### config.mk
export PLATFORM = sky130hd
export DESIGN_NAME = pipeline2_decode_flat
export DESIGN_NICKNAME = d
export VERILOG_FILES = /design/src/rtl/pipeline2_decode_pkg.sv /design/src/rtl/pipeline2_decode_if.sv /design/src/rtl/pipeline2_decode_regfile.sv /design/src/rtl/pipeline2_decode.sv /design/src/flat_wrapper.sv
export SDC_FILE = /design/constraint.sdc
export NUM_CORES = 2
export LEC_CHECK = 0
export ABC_AREA = 0
export CORE_ASPECT_RATIO = 0.75
export CORE_MARGIN = 8
export CORE_UTILIZATION = 39
export CTS_BUF_LIST = sky130_fd_sc_hd__clkbuf_4 sky130_fd_sc_hd__clkbuf_8
export CTS_CLUSTER_DIAMETER = 150
export DETAILED_ROUTE_END_ITERATION = 16
export MAX_ROUTING_LAYER = met4
export PLACE_DENSITY_LB_ADDON = 0.3
export SYNTH_ARGS = -nofsm -noshare
export SYNTH_HDL_FRONTEND = slang
export SYNTH_SLANG_ARGS = --single-unit
### constraint.sdc
create_clock -name clk_in -period 2.2 [get_ports clk_in]
set_clock_uncertainty 0.05 [all_clocks]
set_input_delay 0.44 -clock clk_in [delete_from_list [all_inputs] [get_ports clk_in]]
set_output_delay 0.44 -clock clk_in [all_outputs]
set_load 0.005 [all_outputs]
### src/rtl/pipeline2_decode_pkg.sv
// Shared processor parameters: datapath widths, instruction field
// positions and opcode constants used by the decode and execute stages.
package pipeline2_decode_pkg;

    localparam int PC_WIDTH       = 16;
    localparam int INSTR_WIDTH    = 32;
    localparam int DATA_WIDTH     = 32;
    localparam int REG_ADDR_WIDTH = 5;
    localparam int OPCODE_WIDTH   = 6;

    localparam int NUM_REGS = 1 << REG_ADDR_WIDTH;

    // Instruction field bit positions
    localparam int OPC_MSB = 31;
    localparam int OPC_LSB = 26;
    localparam int RD_MSB  = 25;
    localparam int RD_LSB  = 21;
    localparam int RS_MSB  = 20;
    localparam int RS_LSB  = 16;
    localparam int RT_MSB  = 15;
    localparam int RT_LSB  = 11;
    localparam int IMM_MSB = 15;
    localparam int IMM_LSB = 0;
    localparam int IMM_WIDTH = IMM_MSB - IMM_LSB + 1;

    // Execute stage raises ex_load when its opcode matches this
    localparam logic [OPCODE_WIDTH-1:0] OP_LOAD = 6'h23;

    // What the decode pipeline register does on the next edge
    typedef enum logic [1:0] {
        UPD_CAPTURE,
        UPD_HOLD,
        UPD_BUBBLE,
        UPD_KILL
    } upd_e;

endpackage

### src/rtl/pipeline2_decode_if.sv
// Decode-stage bus: fetch-side inputs, execute/writeback feedback and
// the registered decode outputs. The decode stage uses the slave view.
interface pipeline2_decode_if #(
    parameter int PC_WIDTH       = pipeline2_decode_pkg::PC_WIDTH,
    parameter int INSTR_WIDTH    = pipeline2_decode_pkg::INSTR_WIDTH,
    parameter int DATA_WIDTH     = pipeline2_decode_pkg::DATA_WIDTH,
    parameter int REG_ADDR_WIDTH = pipeline2_decode_pkg::REG_ADDR_WIDTH,
    parameter int OPCODE_WIDTH   = pipeline2_decode_pkg::OPCODE_WIDTH
);
    // fetch side
    logic [INSTR_WIDTH-1:0]    instr;
    logic [PC_WIDTH-1:0]       pc_in;
    logic                      valid_in;
    logic                      stall_out;
    // control / feedback
    logic                      flush;
    logic                      stall_in;
    logic [REG_ADDR_WIDTH-1:0] ex_rd;
    logic                      ex_load;
    logic                      wb_en;
    logic [REG_ADDR_WIDTH-1:0] wb_addr;
    logic [DATA_WIDTH-1:0]     wb_data;
    // execute side
    logic [OPCODE_WIDTH-1:0]   opcode;
    logic [REG_ADDR_WIDTH-1:0] rd;
    logic [DATA_WIDTH-1:0]     rs_data;
    logic [DATA_WIDTH-1:0]     rt_data;
    logic [DATA_WIDTH-1:0]     imm;
    logic [PC_WIDTH-1:0]       pc_out;
    logic                      valid_out;

    modport master (
        output instr, pc_in, valid_in, flush, stall_in, ex_rd, ex_load,
               wb_en, wb_addr, wb_data,
        input  opcode, rd, rs_data, rt_data, imm, pc_out, valid_out, stall_out
    );

    modport slave (
        input  instr, pc_in, valid_in, flush, stall_in, ex_rd, ex_load,
               wb_en, wb_addr, wb_data,
        output opcode, rd, rs_data, rt_data, imm, pc_out, valid_out, stall_out
    );

endinterface

### src/rtl/pipeline2_decode_regfile.sv
// Register file: 2 combinational read ports, 1 synchronous write port.
// r0 is hardwired to zero; a same-cycle write is forwarded to readers.
module pipeline2_decode_regfile #(
    parameter int DATA_WIDTH = pipeline2_decode_pkg::DATA_WIDTH,
    parameter int ADDR_WIDTH = pipeline2_decode_pkg::REG_ADDR_WIDTH
) (
    input  logic                  clk_in,
    input  logic                  RST,
    input  logic                  wr_en,
    input  logic [ADDR_WIDTH-1:0] wr_addr,
    input  logic [DATA_WIDTH-1:0] wr_data,
    input  logic [ADDR_WIDTH-1:0] ra_addr,
    input  logic [ADDR_WIDTH-1:0] rb_addr,
    output logic [DATA_WIDTH-1:0] ra_data,
    output logic [DATA_WIDTH-1:0] rb_data
);
    localparam int NREGS = 1 << ADDR_WIDTH;

    logic [NREGS-1:0][DATA_WIDTH-1:0] mem;

    // Storage: clear on reset, commit writes except to r0
    always_ff @(posedge clk_in or negedge RST) begin
        if (!RST) begin
            mem <= '0;
        end else if (wr_en && (wr_addr != '0)) begin
            mem[wr_addr] <= wr_data;
        end
    end

    // Read port A: r0 reads zero, otherwise bypass a same-cycle write
    always_comb begin
        ra_data = mem[ra_addr];
        if (ra_addr == '0)
            ra_data = '0;
        else if (wr_en && (wr_addr == ra_addr))
            ra_data = wr_data;
    end

    // Read port B: same rules as port A
    always_comb begin
        rb_data = mem[rb_addr];
        if (rb_addr == '0)
            rb_data = '0;
        else if (wr_en && (wr_addr == rb_addr))
            rb_data = wr_data;
    end

endmodule

### src/rtl/pipeline2_decode.sv
// Decode stage: field extraction, register read, immediate sign
// extension, load-use hazard detection and the decode/execute register.
module pipeline2_decode #(
    parameter int PC_WIDTH       = pipeline2_decode_pkg::PC_WIDTH,
    parameter int INSTR_WIDTH    = pipeline2_decode_pkg::INSTR_WIDTH,
    parameter int DATA_WIDTH     = pipeline2_decode_pkg::DATA_WIDTH,
    parameter int REG_ADDR_WIDTH = pipeline2_decode_pkg::REG_ADDR_WIDTH,
    parameter int OPCODE_WIDTH   = pipeline2_decode_pkg::OPCODE_WIDTH
) (
    input  logic                clk_in,
    input  logic                RST,
    pipeline2_decode_if.slave   bus
);
    import pipeline2_decode_pkg::*;

    localparam int STAGES = 1;

    logic [OPCODE_WIDTH-1:0]   opc_f;
    logic [REG_ADDR_WIDTH-1:0] rd_f, rs_f, rt_f;
    logic [DATA_WIDTH-1:0]     imm_f;
    logic [DATA_WIDTH-1:0]     rs_rd, rt_rd;
    logic                      hazard;
    upd_e                      upd;

    // Registered state toward execute; vld_pipe[0] is the incoming valid
    logic [STAGES:0]           vld_pipe;
    logic [OPCODE_WIDTH-1:0]   opcode_q;
    logic [REG_ADDR_WIDTH-1:0] rd_q;
    logic [DATA_WIDTH-1:0]     rs_q, rt_q, imm_q;
    logic [PC_WIDTH-1:0]       pc_q;

    assign opc_f = bus.instr[OPC_MSB:OPC_LSB];
    assign rd_f  = bus.instr[RD_MSB:RD_LSB];
    assign rs_f  = bus.instr[RS_MSB:RS_LSB];
    assign rt_f  = bus.instr[RT_MSB:RT_LSB];
    assign imm_f = {{(DATA_WIDTH-IMM_WIDTH){bus.instr[IMM_MSB]}},
                    bus.instr[IMM_MSB:IMM_LSB]};

    assign vld_pipe[0] = bus.valid_in;

    pipeline2_decode_regfile #(
        .DATA_WIDTH (DATA_WIDTH),
        .ADDR_WIDTH (REG_ADDR_WIDTH)
    ) u_regfile (
        .clk_in  (clk_in),
        .RST     (RST),
        .wr_en   (bus.wb_en),
        .wr_addr (bus.wb_addr),
        .wr_data (bus.wb_data),
        .ra_addr (rs_f),
        .rb_addr (rt_f),
        .ra_data (rs_rd),
        .rb_data (rt_rd)
    );

    // Load-use hazard: a load in execute targets a source we are reading.
    // r0 is never a real dependency.
    always_comb begin
        hazard = bus.valid_in & bus.ex_load & (bus.ex_rd != '0) &
                 ((bus.ex_rd == rs_f) | (bus.ex_rd == rt_f));
    end

    // Pick the register update; flush beats stall beats hazard
    always_comb begin
        upd = UPD_CAPTURE;
        if (bus.flush)
            upd = UPD_KILL;
        else if (bus.stall_in)
            upd = UPD_HOLD;
        else if (hazard)
            upd = UPD_BUBBLE;
    end

    // Fetch must hold while we cannot take its instruction; a flush
    // replaces the fetch contents anyway, so never stall on one.
    assign bus.stall_out = !bus.flush & (bus.stall_in | hazard);

    // Decode/execute pipeline register. Kill and bubble only clear the
    // valid bit; the stale payload is harmless behind valid_out=0.
    always_ff @(posedge clk_in or negedge RST) begin
        if (!RST) begin
            vld_pipe[STAGES:1] <= '0;
            opcode_q <= '0;
            rd_q     <= '0;
            rs_q     <= '0;
            rt_q     <= '0;
            imm_q    <= '0;
            pc_q     <= '0;
        end else begin
            case (upd)
                UPD_KILL,
                UPD_BUBBLE: vld_pipe[STAGES:1] <= '0;
                UPD_HOLD:   ;
                default: begin
                    vld_pipe[STAGES:1] <= vld_pipe[STAGES-1:0];
                    opcode_q <= opc_f;
                    rd_q     <= rd_f;
                    rs_q     <= rs_rd;
                    rt_q     <= rt_rd;
                    imm_q    <= imm_f;
                    pc_q     <= bus.pc_in;
                end
            endcase
        end
    end

    assign bus.opcode    = opcode_q;
    assign bus.rd        = rd_q;
    assign bus.rs_data   = rs_q;
    assign bus.rt_data   = rt_q;
    assign bus.imm       = imm_q;
    assign bus.pc_out    = pc_q;
    assign bus.valid_out = vld_pipe[STAGES];

endmodule

### src/flat_wrapper.sv
// flat-port wrapper written by rule: the top's interface ports become plain ports
module pipeline2_decode_flat import pipeline2_decode_pkg::*;
#(
    parameter int PC_WIDTH       = pipeline2_decode_pkg::PC_WIDTH,
    parameter int INSTR_WIDTH    = pipeline2_decode_pkg::INSTR_WIDTH,
    parameter int DATA_WIDTH     = pipeline2_decode_pkg::DATA_WIDTH,
    parameter int REG_ADDR_WIDTH = pipeline2_decode_pkg::REG_ADDR_WIDTH,
    parameter int OPCODE_WIDTH   = pipeline2_decode_pkg::OPCODE_WIDTH
)
  (clk_in, RST, bus_instr, bus_pc_in, bus_valid_in, bus_flush, bus_stall_in, bus_ex_rd, bus_ex_load, bus_wb_en, bus_wb_addr, bus_wb_data, bus_opcode, bus_rd, bus_rs_data, bus_rt_data, bus_imm, bus_pc_out, bus_valid_out, bus_stall_out);
  pipeline2_decode_if #(.PC_WIDTH(PC_WIDTH), .INSTR_WIDTH(INSTR_WIDTH), .DATA_WIDTH(DATA_WIDTH), .REG_ADDR_WIDTH(REG_ADDR_WIDTH), .OPCODE_WIDTH(OPCODE_WIDTH)) bus_i ();
  input  logic clk_in;
  input  logic RST;
  input wire logic [$bits(bus_i.instr)-1:0] bus_instr;
  input wire logic [$bits(bus_i.pc_in)-1:0] bus_pc_in;
  input wire logic [$bits(bus_i.valid_in)-1:0] bus_valid_in;
  input wire logic [$bits(bus_i.flush)-1:0] bus_flush;
  input wire logic [$bits(bus_i.stall_in)-1:0] bus_stall_in;
  input wire logic [$bits(bus_i.ex_rd)-1:0] bus_ex_rd;
  input wire logic [$bits(bus_i.ex_load)-1:0] bus_ex_load;
  input wire logic [$bits(bus_i.wb_en)-1:0] bus_wb_en;
  input wire logic [$bits(bus_i.wb_addr)-1:0] bus_wb_addr;
  input wire logic [$bits(bus_i.wb_data)-1:0] bus_wb_data;
  output wire logic [$bits(bus_i.opcode)-1:0] bus_opcode;
  output wire logic [$bits(bus_i.rd)-1:0] bus_rd;
  output wire logic [$bits(bus_i.rs_data)-1:0] bus_rs_data;
  output wire logic [$bits(bus_i.rt_data)-1:0] bus_rt_data;
  output wire logic [$bits(bus_i.imm)-1:0] bus_imm;
  output wire logic [$bits(bus_i.pc_out)-1:0] bus_pc_out;
  output wire logic [$bits(bus_i.valid_out)-1:0] bus_valid_out;
  output wire logic [$bits(bus_i.stall_out)-1:0] bus_stall_out;
  assign bus_i.instr = bus_instr;
  assign bus_i.pc_in = bus_pc_in;
  assign bus_i.valid_in = bus_valid_in;
  assign bus_i.flush = bus_flush;
  assign bus_i.stall_in = bus_stall_in;
  assign bus_i.ex_rd = bus_ex_rd;
  assign bus_i.ex_load = bus_ex_load;
  assign bus_i.wb_en = bus_wb_en;
  assign bus_i.wb_addr = bus_wb_addr;
  assign bus_i.wb_data = bus_wb_data;
  assign bus_opcode = bus_i.opcode;
  assign bus_rd = bus_i.rd;
  assign bus_rs_data = bus_i.rs_data;
  assign bus_rt_data = bus_i.rt_data;
  assign bus_imm = bus_i.imm;
  assign bus_pc_out = bus_i.pc_out;
  assign bus_valid_out = bus_i.valid_out;
  assign bus_stall_out = bus_i.stall_out;
  pipeline2_decode #(.PC_WIDTH(PC_WIDTH), .INSTR_WIDTH(INSTR_WIDTH), .DATA_WIDTH(DATA_WIDTH), .REG_ADDR_WIDTH(REG_ADDR_WIDTH), .OPCODE_WIDTH(OPCODE_WIDTH)) u_core (.clk_in(clk_in), .RST(RST), .bus(bus_i));
endmodule
* Word level (Yosys, flattened, before mapping)
Index checks and enable logic that the tools add are counted.
** Storage, ports and cells
- Output and inout bits :: 125
- ROM bits :: 0
- Bits of input ports :: 97
- Latch bits :: 0
- RAM bits :: 0
- Logic and storage cells :: 82
- Register bits after elaboration :: 1132
- Memories :: 0
** Operators by class
- Bitwise logic cells :: 6
- $lt $le $gt $ge :: 4
- Div/mod/pow operators :: 0
- Mux-type cells :: 15
- Reduce and logical (&&, ||, !) cells :: 11
- Add/sub/neg operators :: 0
- Equality and inequality tests :: 7
- $mul :: 0
- Shifts and indexed selects :: 0
** Operators with widths (count)
- $bwmux 1024 :: 1
- $bmux 32 s5 :: 2
- $mux 32 :: 7
- $demux 32 s5 :: 1
- $eq 5x5->1 :: 4
- $lt 5x6->1 const B :: 3
- $logic_not 5->1 :: 2
- $reduce_bool 5->1 :: 2
- $mux 2 :: 3
- $ge 5x1->1 const B :: 1
- $and 1x1->1 :: 4
- $eq 2x2->1 const B :: 2
- $logic_and 1x1->1 :: 4
- $reduce_or 3->1 :: 1
- $eq 2x1->1 const B :: 1
- $or 1x1->1 :: 2
- $pmux 1 s2 :: 1
- $reduce_or 2->1 :: 1
- $logic_not 1->1 :: 1

* Depth between registers and ports, before layout
- Word-level depth :: 9
- Gate-level depth with buffers :: 10
- Mapped depth without buffers :: 6

* Cells and area by module
Synthesis repeated with hierarchy kept, for this count alone.
** Unflattened totals
- Cell total of the unflattened synthesis :: 4246
- Area, all modules :: 60610.6 um2
** By module, submodules not included
- pipeline2_decode_regfile :: times used 1, cells an instance 3979, area each 56211.4 um2, seq. area each 25624.6 um2
- pipeline2_decode :: times used 1, cells an instance 267, area each 4399.2 um2, seq. area each 2702.6 um2

* Least setup slack after synthesis
No wires, ideal clock.
- Path type :: input to register
- Start point :: input port bus_instr[11]
- End point :: register u_core.rt_q[10], in the netlist u_core.bus.rt_data[10]
- Stages on the path :: 7
- Slack :: 0.055 ns
- Buffers on the path :: 3
- Arrival time :: 1.958 ns
- Cells stage by stage :: buf_6 > buf_6 > buf_2 > mux4_2 > a221oi_1 > a21o_1 > o221ai_1
** On the way
- Cells in the longest elaborated chain, start to end :: 8
- Elaborated cells on any way between the ends :: 17
** Ends and longest elaborated chain
- start, declared :: RTL line flat_wrapper.sv:14 : input wire logic [$bits(bus_i.instr)-1:0] bus_instr;
- $eq 5x5->1 :: RTL line pipeline2_decode.sv:60 : ((bus.ex_rd == rs_f) | (bus.ex_rd == rt_f));
- $or 1x1->1 :: RTL line pipeline2_decode.sv:60
- $and 1x1->1 :: RTL line pipeline2_decode.sv:59 : hazard = bus.valid_in & bus.ex_load & (bus.ex_rd != '0) &
- $mux 2 :: RTL line pipeline2_decode.sv:70 : else if (hazard)
- $mux 2 :: RTL line pipeline2_decode.sv:68 : else if (bus.stall_in)
- $mux 2 :: RTL line pipeline2_decode.sv:66 : if (bus.flush)
- $eq 2x2->1 or $eq 2x1->1 (tied branches) :: RTL line pipeline2_decode.sv:90 : case (upd)
- $reduce_or 3->1 (no line)
- end signal, assigned :: RTL line pipeline2_decode.sv:99 : rt_q <= rt_rd;
- end, declared :: RTL line pipeline2_decode.sv:29 : logic [DATA_WIDTH-1:0] rs_q, rt_q, imm_q;
Parallel ways exist; a longest one is shown, timed or not. The select of a mux whose other input is x is not followed.
A chain may end at the register's enable or synchronous reset.

* Worst setup path in the final report
- Start point :: register u_core.bus.imm[15] (netlist name)
- End point :: output port bus_imm[23]
** RTL lines
- end, declared :: RTL line flat_wrapper.sv:28 : output wire logic [$bits(bus_i.imm)-1:0] bus_imm;
No word-level cell between the ends.

==> results.txt <==
* Pin count of the biggest net entering global routing: 69
- Internal power: around 0.042 W
- TritonCTS built the clock tree.
- The via count of the first global-routing pass came to approximately 45000.
- Crit path required time: 1.71 ns
* Reg2reg setup slack: 0.15 ns
* Number of max-capacitance violations reported: 0
- STA classifies the critical path endpoint as an output pin.
- Detailed placement HPWL: 142 mm
- Of all cell types, the one taking the most synthesized area is sky130_fd_sc_hd__dfrtp_1.
- The final max-slew violation count came to 0.
- In this run, synthesis produced a sequential element count of 1132.
- Die height: about 350 um
* Met2 usage in global routing: 38.2%
- On the critical path the largest part of the delay comes from flip-flops.
* Status: completed
- Clock-pin slew of the registers on the worst-case setup and hold paths: 0.06 ns
- Area share of the largest cell type after synthesis: 48.8%
- In the routed design, unresolved DRC markers number 0.
- Synthesis produced 4790 cells.
- Overall global routing resource usage: 26.5%
- The worst register-to-register path has a depth of 5.
* Share of synthesized registers carrying an async set or reset: 100%
- In this run the horizontal extent of the chip is 462 um.
- The cell area that synthesis handed to floorplanning was 58100 sq um.
* 1st-iter DRT viols: ~5000
- Global route overflow: 0
* Final total negative setup slack: 0 ns
- Residual antenna-violating net count after detailed routing: 0
- For this design the ratio of total power to cell area is 838 nW/um^2.
* Worst skew pair latency: 0.91 ns
* Buffer and inverter count on the worst path: 3
- The layer flagged by global routing as most heavily used is met2.
* Global-route wire length before repair: 310 mm
- Largest vdd supply drop: between 0.5 and 0.6 mV
* Mean routed wirelength per cell: 28.4 um
* Switching power: roughly 0.017 W
- Slowest cell on crit path: sky130_fd_sc_hd__dfrtp_2
- Switching share of power: 29.2%
* Number of ports placed on the die boundary: 222
* H-tree levels: 4
* Area added between synthesis and finish: 22.5%
- Reg2reg end: u_core.bus.rt_data[3]$_DFFE_PN0N_
* Clock tree root buffer cell: sky130_fd_sc_hd__clkbuf_8
- Hold Violations, Final: 0
* Met1 capacity usage during global routing: 37.1%
* Most common cell after layout, fill and taps aside: sky130_fd_sc_hd__dfrtp_1
* Final worst path period share: 99.5%
- Mean Syn Cell Area: approximately 12 sq um
- For this design the static power due to leakage is around 32 nW.
- In this run the most critical hold path is launched from bus_instr[9].
* Max frequency: 0.457 GHz
- Max stage delay on crit path: 0.42 ns
- Nets in the synthesized netlist: roughly 4900
- Before CTS, the worst setup slack after placement is -0.750 ns.
* Share of layout cells above drive strength 1: 35.5%
- In this run the core area contains 122 standard-cell rows.
- The min-delay analysis places its worst path in the category input port to flop.
* Cells along the critical path: buf_6, buf_12, buf_6
- Setup repair after global routing could not meet its margin everywhere.
- In the global route stage, met3 resource usage came out at 5.40%.
* Fin nets: ~5300
- Hold Path Cell Cnt: 2
- In this run the critical register-to-register path is launched from u_core.u_regfile.mem[99]$_DFFE_PN0P_.
- Top area cells in the synthesized netlist: sky130_fd_sc_hd__dfrtp_1 49%, sky130_fd_sc_hd__mux4_2 15%, sky130_fd_sc_hd__mux2_2 11%
- Initial cell density of the core: approximately two fifths
* Number of buffers on the longest clock path: 3
* Critical path fanouts, max: 5
- Per report_power, the sequential group accounts for roughly 47% of the total.
- Synth unique cells: 49
* Max-slew headroom at the worst pin: 37.0%
* Data arrival time of the critical path: approximately 1.7 ns
- Sequential elements use 48.8% of the synthesized area.
- Clk sinks: between 1000 and 1500
* Number of synthesis warnings: 0
- Buffers inserted during clock tree synthesis total around 180.
- For this block, the routed nets add up to 210 mm of wire.
- Proportion of power drawn by the clock network: 32.6%
- Across all setup checks in the final design, the least slack found is 0.0106 ns.
- Worst Max-Slew Pin Slew: around 0.94 ns
* Most used flip-flop cell after synthesis: sky130_fd_sc_hd__dfrtp_1
* Critical path start-end classification: flop to output pin
- Using the TritonRoute via totals, the vias-per-cell ratio works out to 6.00.
* Final setup fails: 0
- The clock period could shrink to 2.19 ns.
- Input and output buffers added on the ports amount to 221.
- The layout has between 10000 and 15000 filler cells.
* Number of flops mapped to enable cells by yosys: 0
- The congestion estimate from routability-driven global placement came to 0.901.
- The routed layout has 44300 vias.
* Initial antenna violation count: 7
- Counting stages on the worst path, the most repeated cell is sky130_fd_sc_hd__buf_6.
* Pre-antenna DRT Iters: 6
- STA classifies the critical path startpoint as a flop.
* Endpoint of the worst hold path: u_core.bus.imm[9]$_DFFE_PN0N_
- Combinational Power Share: 20.9%
- Core ar.: 148000 sq um
- The die covers 162000 sq um.
- Most frequent cells in the layout: 1118 x sky130_fd_sc_hd__dfrtp_1, 921 x sky130_fd_sc_hd__nand2_1, 551 x sky130_fd_sc_hd__mux2_2, 492 x sky130_fd_sc_hd__o21ai_0, 385 x sky130_fd_sc_hd__mux4_2
area by class of cell:
type	instances	area [sq um]	share of cell area [%]
antenna	6	15.0	0.0211
multi-input combinational	3126	27500	38.6
timing repair buffer	776	8810	12.4
clock buffer	290	3600	5.07
tap	1984	2480	3.49
inverter	36	136	0.192
clock inverter	29	240	0.338
sequential	1132	28300	39.9
how the worst max path moves through the flow:
stage	start	to	slack [ns]	cells past startpoint
finish	u_core.bus.imm[15]$_DFFE_PN0N_	bus_imm[23]	0.01	3
global route	u_core.bus.imm[15]$_DFFE_PN0N_	bus_imm[23]	-0.04	3
CTS	bus_ex_rd[2]	bus_stall_out	-0.20	7
detailed placement	bus_ex_rd[1]	bus_stall_out	-0.75	7
global placement	bus_ex_rd[2]	bus_stall_out	-0.90	7
floorplan	bus_instr[11]	u_core.bus.rt_data[10]$_DFFE_PN0N_	0.05	7
what timing repair did:
item                                   CTS  global route
pin swaps                                2             5
hold buffers                             3             0
cloned                                   1             0
setup endpoints to repair              125            18
endpoints found under the hold margin  622             0
gates resized for setup                237            17
buffers inserted                        19             1
cell usage after synthesis, types with 41 or more instances:
cell,number
sky130_fd_sc_hd__buf_2,127
sky130_fd_sc_hd__mux4_2,385
sky130_fd_sc_hd__mux2i_1,266
sky130_fd_sc_hd__o22ai_1,63
sky130_fd_sc_hd__o221ai_1,126
sky130_fd_sc_hd__mux2_2,551
sky130_fd_sc_hd__buf_4,45
sky130_fd_sc_hd__nand2_1,937
sky130_fd_sc_hd__a211oi_1,52
sky130_fd_sc_hd__clkbuf_1,288
sky130_fd_sc_hd__dfrtp_1,1132
sky130_fd_sc_hd__a221oi_1,41
sky130_fd_sc_hd__o21ai_0,492
layer usage:
layer / part of all wire [%] / wire (um) / vias up
li1: - / - / 18500
met1: 43 / 90400 / 23000
met2: 44 / 91600 / 2336
met3: 9.5 / 20000 / 438
met4: 3.8 / 7910 / 0
met5: 0 / 0 / -
cell families (layout without fill, tap and decap cells):
| kind of cell | count (synthesis) | count (layout) | share of synthesized area [%] |
|---|---|---|---|
| AOI/OAI and AO/OA | 894 | 894 | 9.65 |
| xor gates and xnor gates | 20 | 20 | 0.302 |
| buffers and inverters | 532 | 1131 | 4.32 |
| DFF | 1132 | 1132 | 48.8 |
| muxes | 1202 | 1202 | 30.2 |
| other | 0 | 6 | 0 |
| and+or+nand+nor | 1010 | 1010 | 6.74 |
power groups by stage:
stage / clock (W) / sequential [W] / combinational, W
6_report: 0.0194 / 0.0277 / 0.0124
3_5_place_dp: 0 / 0.0279 / 0.0125
3_3_place_gp: 0 / 0.0276 / 0.0122
2_1_floorplan: 0 / 0.0269 / 0.00813
5_1_grt: 0.0207 / 0.0281 / 0.0135
4_1_cts: 0.0198 / 0.0275 / 0.0125
flip-flops by register name (all words and copies together), names as in the netlist:
name and count:
u_core.bus.opcode 6, u_core.bus.imm 16, u_core.bus.valid_out 1, u_core.bus.rs_data 32
u_core.bus.rd 5, u_core.u_regfile.mem 1024, u_core.bus.rt_data 32, u_core.bus.pc_out 16
worst reg2reg max path, cell delays in order (launching register included):
cell	delay [ns]
sky130_fd_sc_hd__dfrtp_1	0.40
sky130_fd_sc_hd__mux4_2	0.50
sky130_fd_sc_hd__a211oi_1	0.45
sky130_fd_sc_hd__buf_4	0.18
sky130_fd_sc_hd__a21o_1	0.19
sky130_fd_sc_hd__o221ai_1	0.15
per-stage QoR:
step                      instance area [sq um]  hold slack [ns]  total power [W]  std cells  utilization (%)
after global routing                      71100           0.0784           0.0623       7378             48.2
after floorplan                           58100           0.0944           0.0350       4790                -
after global placement                    67100            0.326           0.0398       7031             45.5
final                                     71100           0.0984           0.0596       7379             48.2
after detailed placement                  67100            0.334           0.0404       7031             45.5
after CTS                                 71100           0.0268           0.0598       7373             48.2
No activity file was read; power rests on OpenSTA's default activity.
